### src/rtl/jtag_scan_master_pkg.sv
//------------------------------------------------------------------------------
// Module   : jtag_scan_master_pkg
// Purpose  : Shared definitions for the JTAG scan master: command-type codes,
//            FSM state encoding, TMS header/trailer lengths and the header
//            TMS pattern lookup.
// Ports    : none (package)
// Revision : 1.0 - initial release
//------------------------------------------------------------------------------
`default_nettype none

package jtag_scan_master_pkg;

  // Raw cmd_type codes as presented on the command port
  localparam logic [1:0] CMD_RESET = 2'b00;
  localparam logic [1:0] CMD_IR    = 2'b01;
  localparam logic [1:0] CMD_DR    = 2'b10;

  // Step counts of the fixed TMS segments
  localparam int IR_HDR  = 4;
  localparam int DR_HDR  = 3;
  localparam int TRL_LEN = 2;
  localparam int RST_LEN = 6;

  // Latched command kind; code 11 folds into RESET at decode time
  typedef enum logic [1:0] {
    KIND_RESET = 2'd0,
    KIND_IR    = 2'd1,
    KIND_DR    = 2'd2
  } kind_t;

  typedef enum logic [2:0] {
    ST_IDLE  = 3'd0,
    ST_HDR   = 3'd1,
    ST_SHIFT = 3'd2,
    ST_TRL   = 3'd3,
    ST_DONE  = 3'd4
  } state_t;

  function automatic kind_t decode_kind(input logic [1:0] code);
    kind_t k;
    case (code)
      CMD_IR:  k = KIND_IR;
      CMD_DR:  k = KIND_DR;
      default: k = KIND_RESET;
    endcase
    return k;
  endfunction

  // Index of the last step of the header segment (RESET is header-only)
  function automatic logic [2:0] hdr_last(input kind_t k);
    logic [2:0] v;
    case (k)
      KIND_IR: v = 3'(IR_HDR - 1);
      KIND_DR: v = 3'(DR_HDR - 1);
      default: v = 3'(RST_LEN - 1);
    endcase
    return v;
  endfunction

  // TMS value for header step idx, starting from Run-Test/Idle:
  //   RESET 1,1,1,1,1,0   IR 1,1,0,0   DR 1,0,0
  function automatic logic hdr_tms(input kind_t k, input logic [2:0] idx);
    logic v;
    case (k)
      KIND_IR: v = (idx < 3'd2);
      KIND_DR: v = (idx == 3'd0);
      default: v = (idx != 3'(RST_LEN - 1));
    endcase
    return v;
  endfunction

endpackage

`default_nettype wire

### src/rtl/jtag_scan_master_tck_phase.sv
//------------------------------------------------------------------------------
// Module   : jtag_scan_master_tck_phase
// Purpose  : TCK generator. Divides the system clock into TCK cycles of
//            2*CLK_DIV clocks and flags the clock edges at which TCK falls
//            (start of a step) and rises (TDO sample point).
// Ports    : clock, reset      - system clock, async active-high reset
//            enable            - run while high; held cleared (tck=0) when low
//            tck               - JTAG test clock
//            fall_strobe       - next clock edge starts a low phase
//            rise_strobe       - next clock edge drives tck 0->1
// Revision : 1.0 - initial release
//------------------------------------------------------------------------------
`default_nettype none

module jtag_scan_master_tck_phase #(
  parameter int CLK_DIV = 2
) (
  input  logic clock,
  input  logic reset,
  input  logic enable,
  output logic tck,
  output logic fall_strobe,
  output logic rise_strobe
);

  localparam int             CW   = $clog2(2 * CLK_DIV);
  localparam logic [CW-1:0]  HALF = CW'(CLK_DIV);
  localparam logic [CW-1:0]  LAST = CW'(2 * CLK_DIV - 1);

  logic [CW-1:0] count;

  // The count is 0 right after enable rises, so the very first strobe is a
  // fall strobe: the first step starts one clock after the command is taken.
  assign fall_strobe = enable && (count == '0);
  assign rise_strobe = enable && (count == HALF);

  always_ff @(posedge clock or posedge reset) begin
    if (reset) begin
      count <= '0;
      tck   <= 1'b0;
    end else if (!enable) begin
      count <= '0;
      tck   <= 1'b0;
    end else begin
      count <= (count == LAST) ? '0 : count + CW'(1);
      if (rise_strobe) begin
        tck <= 1'b1;
      end else if (fall_strobe) begin
        tck <= 1'b0;
      end
    end
  end

endmodule

`default_nettype wire

### src/rtl/jtag_scan_master.sv
//------------------------------------------------------------------------------
// Module   : jtag_scan_master
// Purpose  : Host-side JTAG driver. Accepts one scan command at a time (TAP
//            reset, IR scan, DR scan), generates TCK/TMS/TDI, samples TDO
//            and returns the captured bits right-aligned.
// Ports    : clock, reset           - system clock, async active-high reset
//            cmd_valid/cmd_ready    - command handshake
//            cmd_type/len/data      - command fields (data LSB shifted first)
//            rsp_valid/rsp_data     - completion pulse and captured TDO bits
//            busy                   - ~cmd_ready
//            tck/tms/tdi/tdo        - JTAG pins
// Revision : 1.0 - initial release
//------------------------------------------------------------------------------
`default_nettype none

module jtag_scan_master
  import jtag_scan_master_pkg::*;
#(
  parameter int MAX_LEN = 32,
  parameter int CLK_DIV = 2
) (
  input  logic               clock,
  input  logic               reset,
  input  logic               cmd_valid,
  output logic               cmd_ready,
  input  logic [1:0]         cmd_type,
  input  logic [5:0]         cmd_len,
  input  logic [MAX_LEN-1:0] cmd_data,
  output logic               rsp_valid,
  output logic [MAX_LEN-1:0] rsp_data,
  output logic               busy,
  output logic               tck,
  output logic               tms,
  output logic               tdi,
  input  logic               tdo
);

  // Step/bit index must reach both the header indices (0..5) and MAX_LEN-1
  localparam int IW = ($clog2(MAX_LEN) > 3) ? $clog2(MAX_LEN) : 3;

  state_t             state;
  kind_t              kind;
  logic [IW-1:0]      idx;
  logic [IW-1:0]      last_bit;
  logic               first;
  logic [MAX_LEN-1:0] tdi_sr;
  logic [MAX_LEN-1:0] capture;
  logic [IW-1:0]      len_last;
  logic               fall_strobe;
  logic               rise_strobe;

  assign busy = ~cmd_ready;

  // Effective length minus one: 0 counts as 1, oversize clamps to MAX_LEN
  always_comb begin
    len_last = '0;
    if (cmd_len == 6'd0) begin
      len_last = '0;
    end else if (int'(cmd_len) > MAX_LEN) begin
      len_last = IW'(MAX_LEN - 1);
    end else begin
      len_last = IW'(cmd_len - 6'd1);
    end
  end

  jtag_scan_master_tck_phase #(
    .CLK_DIV     (CLK_DIV)
  ) u_tck_phase (
    .clock       (clock),
    .reset       (reset),
    .enable      (busy),
    .tck         (tck),
    .fall_strobe (fall_strobe),
    .rise_strobe (rise_strobe)
  );

  // Every fall strobe ends the current step (if any) and starts the next
  // one, so tms/tdi always change together with tck 1->0. The step that
  // follows the last trailer/reset step is DONE, entered with tck already 0.
  always_ff @(posedge clock or posedge reset) begin
    if (reset) begin
      state     <= ST_IDLE;
      kind      <= KIND_RESET;
      idx       <= '0;
      last_bit  <= '0;
      first     <= 1'b0;
      tdi_sr    <= '0;
      capture   <= '0;
      cmd_ready <= 1'b1;
      rsp_valid <= 1'b0;
      rsp_data  <= '0;
      tms       <= 1'b0;
      tdi       <= 1'b0;
    end else begin
      rsp_valid <= 1'b0;
      case (state)
        ST_IDLE, ST_DONE: begin
          state <= ST_IDLE;
          if (cmd_valid && cmd_ready) begin
            state     <= ST_HDR;
            kind      <= decode_kind(cmd_type);
            last_bit  <= len_last;
            tdi_sr    <= cmd_data;
            capture   <= '0;
            idx       <= '0;
            first     <= 1'b1;
            cmd_ready <= 1'b0;
          end
        end

        default: begin
          if (rise_strobe && (state == ST_SHIFT)) begin
            capture[idx] <= tdo;
          end
          if (fall_strobe) begin
            if (first) begin
              first <= 1'b0;
              tms   <= hdr_tms(kind, 3'd0);
              tdi   <= 1'b0;
            end else begin
              case (state)
                ST_HDR: begin
                  if (idx == IW'(hdr_last(kind))) begin
                    if (kind == KIND_RESET) begin
                      state     <= ST_DONE;
                      tms       <= 1'b0;
                      tdi       <= 1'b0;
                      rsp_valid <= 1'b1;
                      rsp_data  <= capture;
                      cmd_ready <= 1'b1;
                    end else begin
                      state  <= ST_SHIFT;
                      idx    <= '0;
                      tms    <= (last_bit == '0);
                      tdi    <= tdi_sr[0];
                      tdi_sr <= tdi_sr >> 1;
                    end
                  end else begin
                    idx <= idx + IW'(1);
                    tms <= hdr_tms(kind, idx[2:0] + 3'd1);
                    tdi <= 1'b0;
                  end
                end

                ST_SHIFT: begin
                  if (idx == last_bit) begin
                    // Exit1 already reached; trailer is Update (1) then RTI (0)
                    state <= ST_TRL;
                    idx   <= '0;
                    tms   <= 1'b1;
                    tdi   <= 1'b0;
                  end else begin
                    idx    <= idx + IW'(1);
                    tms    <= ((idx + IW'(1)) == last_bit);
                    tdi    <= tdi_sr[0];
                    tdi_sr <= tdi_sr >> 1;
                  end
                end

                ST_TRL: begin
                  if (idx == IW'(TRL_LEN - 1)) begin
                    state     <= ST_DONE;
                    tms       <= 1'b0;
                    tdi       <= 1'b0;
                    rsp_valid <= 1'b1;
                    rsp_data  <= capture;
                    cmd_ready <= 1'b1;
                  end else begin
                    idx <= idx + IW'(1);
                    tms <= 1'b0;
                    tdi <= 1'b0;
                  end
                end

                default: begin
                  state <= ST_IDLE;
                end
              endcase
            end
          end
        end
      endcase
    end
  end

endmodule

`default_nettype wire

### config.mk
export PLATFORM = sky130hd
export DESIGN_NAME = jtag_scan_master
export DESIGN_NICKNAME = d
export VERILOG_FILES = /design/src/rtl/jtag_scan_master_pkg.sv /design/src/rtl/jtag_scan_master_tck_phase.sv /design/src/rtl/jtag_scan_master.sv
export SDC_FILE = /design/constraint.sdc
export NUM_CORES = 1
export LEC_CHECK = 0
export CAP_MARGIN = 0
export CELL_PAD_IN_SITES_DETAIL_PLACEMENT = 1
export CELL_PAD_IN_SITES_GLOBAL_PLACEMENT = 1
export CORE_MARGIN = 10
export CORE_UTILIZATION = 41
export CTS_BUF_LIST = sky130_fd_sc_hd__clkbuf_2 sky130_fd_sc_hd__clkbuf_4 sky130_fd_sc_hd__clkbuf_8
export DETAILED_ROUTE_END_ITERATION = 10
export HOLD_SLACK_MARGIN = 0.02
export PLACE_DENSITY = 0.87
export REMOVE_ABC_BUFFERS = 1
export SETUP_SLACK_MARGIN = 0.02
export SYNTH_ARGS = -nofsm -noshare
export SYNTH_HDL_FRONTEND = slang
export SYNTH_SLANG_ARGS = --single-unit
### constraint.sdc
create_clock -name clock -period 8.4 [get_ports clock]
set_input_delay 1.26 -clock clock [delete_from_list [all_inputs] [get_ports clock]]
set_output_delay 1.26 -clock clock [all_outputs]
set_load 0.005 [all_outputs]
# After elaboration in Yosys (flattened, before gate mapping)
# Index checks and enable logic that the tools add are counted.
# word_totals
regBits,119
latchBits,0
mem_bits_rw,0
rom_bits,0
input_bits,44
output_inout_bits,38
word_cells,159
n_memories,0
# op_classes
addsub,4
multipliers,0
div,0
order_cmp,4
n_eq_ne,28
shift,0
muxes,77
bitwise_logic,3
n_reduce_logical,29
# op_table
operator,n
2-to-1 mux 32 bit,13
one-hot mux 32 bit (2 select lines),2
2-to-1 mux 5 bit,10
2-to-1 mux 3 bit,11
bitwise mux 32 bit,1
2-to-1 mux 1 bit,28
AND reduction 7 bit,3
one-hot mux 5 bit (3 select lines),1
!= test 3 bit (second input constant),4
== test 5 bit,2
!= test 3 x 2 -> 1 bit (second input constant),3
one-hot mux 3 bit (3 select lines),1
nonzero test 3 bit,3
== test 2 bit (second input constant),4
!= test 2 bit (second input constant),4
nonzero test 4 bit,2
== test 3 x 2 -> 1 bit (second input constant),2
> comparator 6 bit (second input constant),1
zero test 3 bit,2
zero test 6 bit,1
< comparator 5 x 6 -> 1 bit (second input constant),1
one-hot mux 1 bit (2 select lines),3
one-hot mux 1 bit (3 select lines),2
one-hot mux 3 bit (2 select lines),1
other kinds (27),40

# Depth between registers and ports, before layout
# Gate-level depths: netlist of the first run.
# depth
depth_word,12
ltp_mapped,9
depth_no_buf,7

# Modules after synthesis
# A second synthesis of the first run with hierarchy kept.
# unflattened
cells_unflattened,590
area_unflattened_um2,6064.6
# modules_own_cells
module,instances,cells_each,area_each_um2,seq_area_each_um2
jtag_scan_master,1,576,5909.4,2904.0
jtag_scan_master_tck_phase,1,14,155.1,75.1

# Worst setup path after synthesis of the first run
# OpenSTA, ideal clock, no wires.
# synth_timing
path_kind,in2reg
from,input cmd_valid
to,register tdi_sr[0]
setup_ns,0.127
arrival_time_ns,2.457
required_ns,8.273
setup_slack_ns,5.816
stages,6
n_path_buf,1
cell_sequence,nand4bb_1 -> o31ai_4 -> nand2_1 -> a211oi_4 -> buf_6 -> mux2_1
# synth_via
elab_chain_cells,3
# synth_rtl
element,line,text
"start, declared",jtag_scan_master.sv:24,"input logic cmd_valid,"
logical AND 1 bit,jtag_scan_master.sv:99,if (cmd_valid && cmd_ready) begin
!= test 2 bit (no line),--,
AND reduction 7 bit (no line),--,
"end signal, assigned",jtag_scan_master.sv:103,tdi_sr <= cmd_data;
"end signal, assigned",jtag_scan_master.sv:136,tdi_sr <= tdi_sr >> 1;
"end signal, assigned",jtag_scan_master.sv:156,tdi_sr <= tdi_sr >> 1;
"end, declared",jtag_scan_master.sv:46,logic [MAX_LEN-1:0] tdi_sr;
# No other way between the ends.
# A chain may end at the register's enable or synchronous reset.

# Worst setup path in the final report of the first run
# layout_timing
from,input cmd_valid
to,register tdi_sr[9]
# Same word-level chain as after synthesis.

==> results of run 1 <==
## cell families (layout without fill, tap and decap cells)
| group | Yosys count | after routing | synth area share |
|---|---|---|---|
| fa+ha+maj | 16 | 16 | 0.03188 |
| simple gates | 184 | 184 | 0.1401 |
| flops | 119 | 119 | 0.4929 |
| xor+xnor | 12 | 12 | 0.01863 |
| buf+inv | 53 | 134 | 0.04243 |
| compound gates | 134 | 134 | 0.1302 |
| mux | 68 | 68 | 0.1439 |
## metal layers
metal  routed length, um  GRT usage  vias up
met5                   0          0        -
met1                6761     0.1932     2413
met3                 780    0.04206       29
li1                    -          -     2170
met2                8931     0.3064      114
met4                 344    0.06778        0
## cells in the mapped netlist, drive strengths merged, types with 2 or more instances
cell	count
dfrtp	118
nand2	118
o21ai	75
mux2	64
a21oi	35
clkbuf	22
inv	17
nor2	15
buf	14
ha	13
xnor2	9
nand3	8
nor3	7
and3	4
mux2i	4
nand3b	4
nor2b	4
nor3b	4
and3b	3
maj3	3
or3b	3
xor2	3
a211oi	2
a221o	2
a22o	2
nand4	2
nor4	2
o2111ai	2
o211ai	2
o22ai	2
o31ai	2
or2	2
or3	2
or4	2
## placed cells by master, fill, tap and decap left out, types with 2 or more instances in the layout
cell type / Yosys / layout
clkdlybuf4s50_1: 0 / 81
maj3_1: 3 / 3
nand3_1: 8 / 8
o2111ai_1: 2 / 2
o211ai_1: 2 / 2
nor2_1: 14 / 13
nor3b_1: 3 / 3
nor3_1: 6 / 6
bufinv_16: 0 / 3
xor2_1: 2 / 2
and3_1: 4 / 4
mux2_1: 34 / 34
or3b_2: 2 / 2
nand2_1: 118 / 118
nor4_1: 2 / 2
clkinv_2: 0 / 3
nand3b_1: 4 / 4
ha_1: 13 / 13
o21ai_0: 75 / 75
a22o_1: 2 / 2
a21oi_1: 35 / 35
dfrtp_1: 118 / 118
clkbuf_4: 0 / 5
clkbuf_8: 0 / 19
a221o_1: 2 / 2
mux2_4: 29 / 29
buf_4: 0 / 4
or2_2: 2 / 2
o22ai_1: 2 / 2
and3b_1: 3 / 3
nand4_1: 2 / 2
nor2b_1: 4 / 4
inv_1: 17 / 16
mux2i_1: 4 / 4
xnor2_1: 9 / 9
or4_1: 2 / 2
## layout make-up
cell class	instances	area, um2	share of cell area
Clock buffer	24	299.0	0.04066
Clock inverter	8	121.4	0.01650
Inverter	17	66.31	0.009017
Multi-Input combinational cell	414	2818	0.3831
Sequential cell	119	2979	0.4051
Tap cell	184	230.2	0.03130
Timing Repair Buffer	85	840.8	0.1143
## state kept, by name, summed over array words and instances, names as in the netlist, 2 cells and up
name / cells
capture: 32
idx: 5
kind: 2
last_bit: 5
rsp_data: 32
state: 3
tdi_sr: 32
u_tck_phase.count: 2
## worst max-delay path by stage
| stage | end | slack [ns] | depth (start not counted) |
|---|---|---|---|
| global placement | tdi_sr[11] | 4.81 | 7 |
| global route | tdi_sr[11] | 5.02 | 7 |
| CTS | tdi_sr[9] | 5.14 | 7 |
| floorplan | capture[0] | 3.98 | 1 |
| detailed placement | tdi_sr[15] | 4.70 | 7 |
| finish | tdi_sr[9] | 5.15 | 7 |
## power breakdown
group | internal (mW) | total (mW) | switching (mW)
clock network | 0.325 | 0.555 | 0.230
logic | 0.0207 | 0.0391 | 0.0184
registers | 0.573 | 0.573 | 0
total | 0.918 | 1.17 | 0.249
## stage by stage
step / hold slack [ns] / instances / util / area, um2 / setup slack, ns
floorplan: 0.4334 / 550 / - / 5852 / 3.984
global route: 0.5005 / 851 / 0.5080 / 7355 / 5.023
global placement: 0.4462 / 819 / 0.4789 / 6934 / 4.807
finish: 0.4633 / 851 / 0.5080 / 7355 / 5.155
detailed placement: 0.4611 / 819 / 0.4789 / 6934 / 4.697
CTS: 0.4712 / 851 / 0.5080 / 7355 / 5.137
==> key figures, run 1 <==
Cells and area
  • Fill count: roughly 1600
  • Layout cells sized above 1: 0.1274
  • Diode count: 0
  • Syn-to-layout area delta: 21.67%
  • Final nets: 711

Route
  • Initial drt markers: ~260
  • DR WL/cell: a little under 20 um
  • First-pass iteration count of the detailed router: 4
  • DRT Wirelength: 16.82 mm
  • # DRC: 0
  • Number of vias per cell: 5.553
  • Routed Antenna Nets: 0
  • Via count: 4726

Synth
  • Post-synthesis sequential area ratio: 0.4929
  • Post-synthesis async set-or-reset flop share: 1.000
  • Yosys Warn Count: 0
  • Dominant synthesized flop cell: dfrtp_1
  • Post-synthesis cell area: 6045 um2
  • FF+latch count, synth: 119
  • Post-synth EDFFs: 0
  • Syn Area/Cell: 10.31 um2
  • Unique masters post-synth: 60
  • Synth area leaders: dfrtp_1 (49%), nand2_1 (7.3%), mux2_4 (7.2%)
  • Share of the synthesized area in the top cell type: 0.4885
  • Leading area contributor after synthesis: dfrtp_1
  • Syn Inst Count: 586

STA
  • Rel. slew slack: 0.2638
  • Max Clock Skew: around 0.011 ns
  • Worst Tran Pin Value: 1.104 ns
  • Min Tclk post-route: 3.245 ns
  • Fmax: 308.1 MHz
  • Part of the cycle the worst path needs: 0.3864
  • Final setup fails: 0
  • RSZ-0062 raised after global routing: false
  • Final Hold Fails: 0
  • Setup Total Neg Slack: 0 ns
  • Fin. max-slew vios: 0

Global route
  • Total congestion overflow: 0
  • Tot GR Track Use: 0.1722
  • Number of global-route vias before repair: approximately 5300
  • First-pass GRT wire length: 27.85 mm
  • Antenna violations before repair: 0
  • Pin count of the biggest net entering global routing: 84

Hold path
  • Hold_sp: u_tck_phase.count[0]
  • Min-delay worst type: reg -> reg
  • Hold Path Sink: u_tck_phase.count[0]
  • Worst Hold Path Cells: 1

Setup path
  • Reg-to-Reg Start: idx[2]
  • Sum of buffers and inverters on the critical path: 2
  • Critical path's slowest cell: clkdlybuf4s50_1
  • Startpoint type of the worst setup path: input port
  • Crit Path Category: in -> reg
  • Delay-heaviest family, CP: buffers and inverters
  • Critical-path maximum fanout: 32
  • Cell chain of the critical path: clkdlybuf4s50_1 -> nand4bb_1 -> o31ai_4 -> nand2_1 -> a211oi_4 -> buf_4 -> mux2_1
  • R2R cell count: 5
  • Crit. Startpoint: cmd_valid
  • Worst r2r dst: rsp_data[2]
  • Crit end category: flop
  • CP required: 8.72 ns
  • Max stage delay on crit path: ~0.48 ns
  • R2R setup slack: 5.24 ns
  • Crit path DAT: 3.56 ns

Clocking
  • Max H-tree Level: 4
  • Clock buffer depth: 2
  • Post-CTS Resized: 0
  • Clock sink total: roughly 120
  • Clock transition at path regs: 0.07 ns
  • Root buffer cell: clkbuf_8
  • # Post-CTS Setup Buffers: 0
  • TritonCTS Buffers: 17
  • Worst skew pair latency: 0.44 ns
  • CTS tree: done
  • # hold bufs at CTS: 0

Floorplanning
  • Placement row count: 44
  • Initial Utilization: 0.4175
  • Die Area: 20000 um2
  • Core area: 14480 um2
  • Die H: approximately 140 um
  • I/O pin cnt: 82
  • DIE WIDTH: 141.4 um

Place
  • Port bufs: 81
  • GP Congestion: 0.8820
  • HPWL Detailed: roughly 11 mm

Pwr
  • P_leak: roughly 3.5 nW
  • Power Total: 1.167 mW
  • Pwr/cell area: about 160 nW/um2
  • Peak VDD IR: 82.12 uV

Outcome
  • Status: complete, no violations

Flow run
  • Max cap viols: 0
No activity file was read; power rests on OpenSTA's default activity.
==> inputs of run 2 (changes only) <==
==> constraint.sdc (replaced) <==
create_clock -name clock -period 3.1 [get_ports clock]
set_input_delay 0.465 -clock clock [delete_from_list [all_inputs] [get_ports clock]]
set_output_delay 0.465 -clock clock [all_outputs]
set_load 0.005 [all_outputs]
==> key figures, run 2 (synthesized netlist as in run 1, its figures left out) <==
Clocking
  • Clock transition at path regs: about 0.07 ns
  • TritonCTS Buffers: 17
  • Root buffer cell: clkbuf_8
  • Worst skew pair latency: ~0.44 ns
  • Clock sink total: 119
  • Max H-tree Level: 4
  • # Post-CTS Setup Buffers: 0
  • CTS tree: done
  • Clock buffer depth: 2
  • # hold bufs at CTS: 0
  • Post-CTS Resized: 0

STA
  • Setup Total Neg Slack: 0 ns
  • Fin. max-slew vios: 0
  • Max Clock Skew: approximately 0.0090 ns
  • Final setup fails: 0
  • Setup ws final: 0.3372 ns
  • Worst Tran Pin Value: 0.6968 ns
  • Fmax: 362.0 MHz
  • Min Tclk post-route: approximately 2.8 ns
  • RSZ-0062 raised after global routing: false
  • Final Hold Fails: 0
  • Rel. slew slack: 0.5354
  • Part of the cycle the worst path needs: 0.8912

Route
  • # DRC: 0
  • Routed Antenna Nets: 0
  • First-pass iteration count of the detailed router: 4
  • DR WL/cell: just under 20 um
  • Number of vias per cell: between 5 and 6
  • Initial drt markers: 315
  • DRT Wirelength: 16.64 mm
  • Via count: 4737

Global route
  • Tot GR Track Use: 0.1698
  • Pin count of the biggest net entering global routing: 87
  • Total congestion overflow: 0
  • First-pass GRT wire length: roughly 28 mm
  • Antenna violations before repair: 0
  • Number of global-route vias before repair: 5277

Cells and area
  • Post-route insts no fill: 855
  • Top flop regs: capture (32), rsp_data (32), tdi_sr (32)
  • Most frequent cells in the layout: nand2_1 (118), dfrtp_1 (118), clkdlybuf4s50_1 (81)
  • Syn-to-layout area delta: 22.96%
  • Reg area: 2979 um2
  • Final nets: 716
  • Layout cells sized above 1: 0.1326
  • Area of the multi-input gates: 2818 um2
  • Fill count: between 1500 and 2000
  • Diode count: 0
  • Final Core Density: 0.5133

Floorplanning
  • Core area: between 10000 and 15000 um2
  • DIE WIDTH: 141.4 um
  • Die Area: 20000 um2
  • Die H: 141.4 um
  • Initial Utilization: 0.4175
  • Placement row count: 44
  • I/O pin cnt: 82

Setup path
  • Max stage delay on crit path: about 0.42 ns
  • R2R setup slack: 0.34 ns
  • Cell chain of the critical path: inv_1 -> ha_1 -> nor3b_2 -> o2111a_2 -> a21oi_1 -> or3_2 -> buf_4 -> mux2_1
  • Crit path DAT: 3.09 ns
  • Critical-path maximum fanout: 33
  • Crit end category: flop
  • Worst r2r dst: rsp_data[0]
  • R2R cell count: 8
  • Reg-to-Reg Start: kind[0]
  • Crit Path Category: reg -> reg
  • CP required: around 3.4 ns
  • Critical path's slowest cell: or3_2
  • Startpoint type of the worst setup path: flop

Place
  • Pre-CTS setup slack: 0.4161 ns
  • Port bufs: 81
  • Placed instance count: 824
  • GP Congestion: 0.8906
  • HPWL Detailed: between 10 and 15 mm

Flow run
  • Max cap viols: 0

Pwr
  • P_leak: around 3.6 nW
  • Power Total: 3.245 mW
  • Pwr/cell area: 436.6 nW/um2
  • Peak VDD IR: 256.2 uV

Hold path
  • Min-delay worst type: in -> async

Outcome
  • Status: complete, no violations
## run 2: report_power, final
part	switching [mW]	leakage [nW]	internal [mW]	total (mW)
Sequential	0	1.62	1.55	1.55
Combinational	0.0501	1.71	0.0578	0.108
Clock	0.612	0.233	0.973	1.58
## run 2: critical path, delay by kind of cell, from the launching register on
kind | cells | cell delay [ns]
simple gates | 2 | 0.75
mux | 1 | 0.39
flops | 1 | 0.36
fa+ha+maj | 1 | 0.36
buf+inv | 2 | 0.40
compound gates | 2 | 0.36
## run 2: metal layers
| metal | part of all wire | routed length [um] | up-vias | global-route usage |
|---|---|---|---|---|
| met1 | 0.41 | 6841 | 2385 | 0.1914 |
| met2 | 0.52 | 8646 | 135 | 0.2966 |
| met4 | 0.024 | 400 | 0 | 0.07316 |
| met5 | 0 | 0 | - | 0 |
| li1 | - | - | 2176 | - |
| met3 | 0.045 | 755 | 41 | 0.04372 |
## run 2: area by class of cell
cell class              count  share of cell area
clock buffers              23             0.04091
clock inverters             8             0.01936
inverters                  17            0.008923
multi-input cells         414              0.3791
flip-flops and latches    119              0.4008
well taps                 184             0.03098
repair buffers             90              0.1199
## run 2: worst max path at each step
stage | from | to | slack (ns)
floorplan | state[1] | capture[0] | -0.63
detailed placement | kind[0] | rsp_data[0] | 0.42
global placement | kind[0] | rsp_data[0] | 0.53
global route | kind[0] | rsp_data[2] | 0.26
CTS | kind[0] | rsp_data[0] | 0.36
finish | kind[0] | rsp_data[0] | 0.34
## run 2: metrics by stage
stage	hold slack (ns)	cell area [um2]
floorplan	0.4334	5852
global placement	0.4441	6984
detailed placement	0.4552	6984
CTS	0.3960	7432
global route	0.4042	7432
finish	0.3981	7432
==> inputs of run 3 (changes only) <==
--- a/config.mk
+++ b/config.mk
@@ -8,6 +8,7 @@
 export CAP_MARGIN = 0
 export CELL_PAD_IN_SITES_DETAIL_PLACEMENT = 1
 export CELL_PAD_IN_SITES_GLOBAL_PLACEMENT = 1
+export CORE_ASPECT_RATIO = 1.4
 export CORE_MARGIN = 10
 export CORE_UTILIZATION = 41
 export CTS_BUF_LIST = sky130_fd_sc_hd__clkbuf_2 sky130_fd_sc_hd__clkbuf_4 sky130_fd_sc_hd__clkbuf_8
@@ -16,6 +17,7 @@
 export PLACE_DENSITY = 0.87
 export REMOVE_ABC_BUFFERS = 1
 export SETUP_SLACK_MARGIN = 0.02
+export SLEW_MARGIN = 20
 export SYNTH_ARGS = -nofsm -noshare
 export SYNTH_HDL_FRONTEND = slang
 export SYNTH_SLANG_ARGS = --single-unit
==> key figures, run 3 (synthesized netlist as in run 1, its figures left out) <==
Outcome
  • Status: complete, no violations

Setup path
  • R2R setup slack: 0.43 ns
  • Reg-to-Reg Start: u_tck_phase.count[0]
  • Cell chain of the critical path: inv_1 -> ha_1 -> or3b_1 -> o31ai_4 -> nand2_1 -> a211oi_4 -> buf_4 -> mux2_1
  • Startpoint type of the worst setup path: flop
  • Critical-path maximum fanout: 32
  • Crit Path Category: reg -> reg
  • R2R cell count: 8
  • Max stage delay on crit path: 0.49 ns
  • Crit path DAT: about 3.0 ns
  • Delay-heaviest family, CP: simple AND/OR/NAND/NOR gates
  • CP required: 3.40 ns
  • Crit end category: flop
  • Sum of buffers and inverters on the critical path: 2
  • Worst r2r dst: tdi_sr[18]
  • Critical path's slowest cell: or3b_1

Cells and area
  • Final nets: 719
  • Most frequent cells in the layout: nand2_1 (118), dfrtp_1 (118), clkdlybuf4s50_1 (81)
  • Syn-to-layout area delta: 23.06%
  • Final Core Density: 0.5150
  • Final instance area: about 7400 um2
  • Layout cells sized above 1: 0.1378
  • Post-route insts no fill: between 800 and 900
  • Diode count: 0
  • Top flop regs: capture (32), rsp_data (32), tdi_sr (32)

STA
  • Rel. slew slack: 0.3941
  • Final Hold Fails: 0
  • Setup Total Neg Slack: 0 ns
  • RSZ-0062 raised after global routing: false
  • Min Tclk post-route: 2.668 ns
  • Fmax: between 300 and 400 MHz
  • Worst Tran Pin Value: around 0.9 ns
  • Part of the cycle the worst path needs: 0.8608
  • Max Clock Skew: between 0.01 and 0.015 ns
  • Final setup fails: 0
  • Fin. max-slew vios: 0

Pwr
  • Power Total: 3.163 mW
  • Share of power burned in registers: 0.491
  • Combinational share of power: 0.035
  • Peak VDD IR: about 260 uV
  • P_leak: 3.554 nW
  • Switching share of power: 0.2201
  • NetSw: 0.6963 mW
  • Clock Power Share: 0.474
  • Pwr/cell area: 425.2 nW/um2
  • Internal: 2.467 mW

Clocking
  • Worst skew pair latency: 0.44 ns
  • # Post-CTS Setup Buffers: 0
  • Max H-tree Level: 4
  • Clock buffer depth: 2
  • TritonCTS Buffers: 17
  • CTS tree: done
  • Post-CTS Resized: 0
  • Clock sink total: around 120
  • Clock transition at path regs: 0.07 ns
  • Root buffer cell: clkbuf_8
  • # hold bufs at CTS: 0

Place
  • Placed instance count: 832
  • GP Congestion: 0.9140
  • DP Area: around 7000 um2
  • Port bufs: 81
  • HPWL Detailed: 12.01 mm

Route
  • First-pass iteration count of the detailed router: 4
  • Via count: 4726
  • Initial drt markers: 303
  • DR WL/cell: 19.51 um
  • Routed Antenna Nets: 0
  • Number of vias per cell: 5.470
  • # DRC: 0
  • DRT Wirelength: 16.86 mm

Global route
  • Antenna violations before repair: 0
  • Pin count of the biggest net entering global routing: 47
  • Total congestion overflow: 0
  • Number of global-route vias before repair: 5302
  • Tot GR Track Use: 0.1760
  • First-pass GRT wire length: 27.90 mm

Flow run
  • Max cap viols: 0

Floorplanning
  • Die H: about 160 um
  • Die Area: roughly 20000 um2
  • Initial Utilization: 0.4185
  • Core area: 14440 um2
  • DIE WIDTH: 122.6 um
  • I/O pin cnt: 82
  • Placement row count: 52

Hold path
  • Min-delay worst type: in -> async
[run 3: power by group through the flow]
stage	Combinational, mW	Sequential [mW]	Clock (mW)
finish	0.112	1.55	1.50
global route	0.123	1.55	1.60
CTS	0.114	1.55	1.53
detailed placement	0.114	1.58	0
floorplan	0.0349	1.58	0
global placement	0.109	1.58	0
[run 3: metrics by stage]
stage          hold WS [ns]  worst slack (ns)
6_report             0.4670            0.4317
5_1_grt              0.4975            0.2680
4_1_cts              0.4592            0.4089
3_5_place_dp         0.4651            0.4293
3_3_place_gp         0.4477            0.5593
2_1_floorplan        0.4334           -0.6295
[run 3: layout make-up]
type	instances	area, um2
fillers	1608	7005
flip-flops and latches	119	2979
multi-input cells	414	2818
repair buffers	93	913.4
clock buffers	20	275.3
well taps	189	236.5
clock inverters	12	150.1
inverters	17	66.31
[run 3: worst max-delay path by stage]
stage                               from           end  slack (ns)  cells past startpoint
floorplan                       state[1]    capture[0]       -0.63                      5
global placement                 kind[0]  rsp_data[10]        0.56                      8
detailed placement               kind[0]   rsp_data[0]        0.43                      8
CTS                 u_tck_phase.count[0]    tdi_sr[18]        0.41                      8
global route                    state[1]    capture[0]        0.27                      6
finish              u_tck_phase.count[0]    tdi_sr[18]        0.43                      8
[run 3: per-layer routing]
metal	vias to the layer above	part of all wire	track usage
li1	2178	-	-
met1	2396	0.38	0.1875
met5	-	0	0
met2	112	0.55	0.3226
met4	0	0.030	0.07948
met3	40	0.034	0.03663
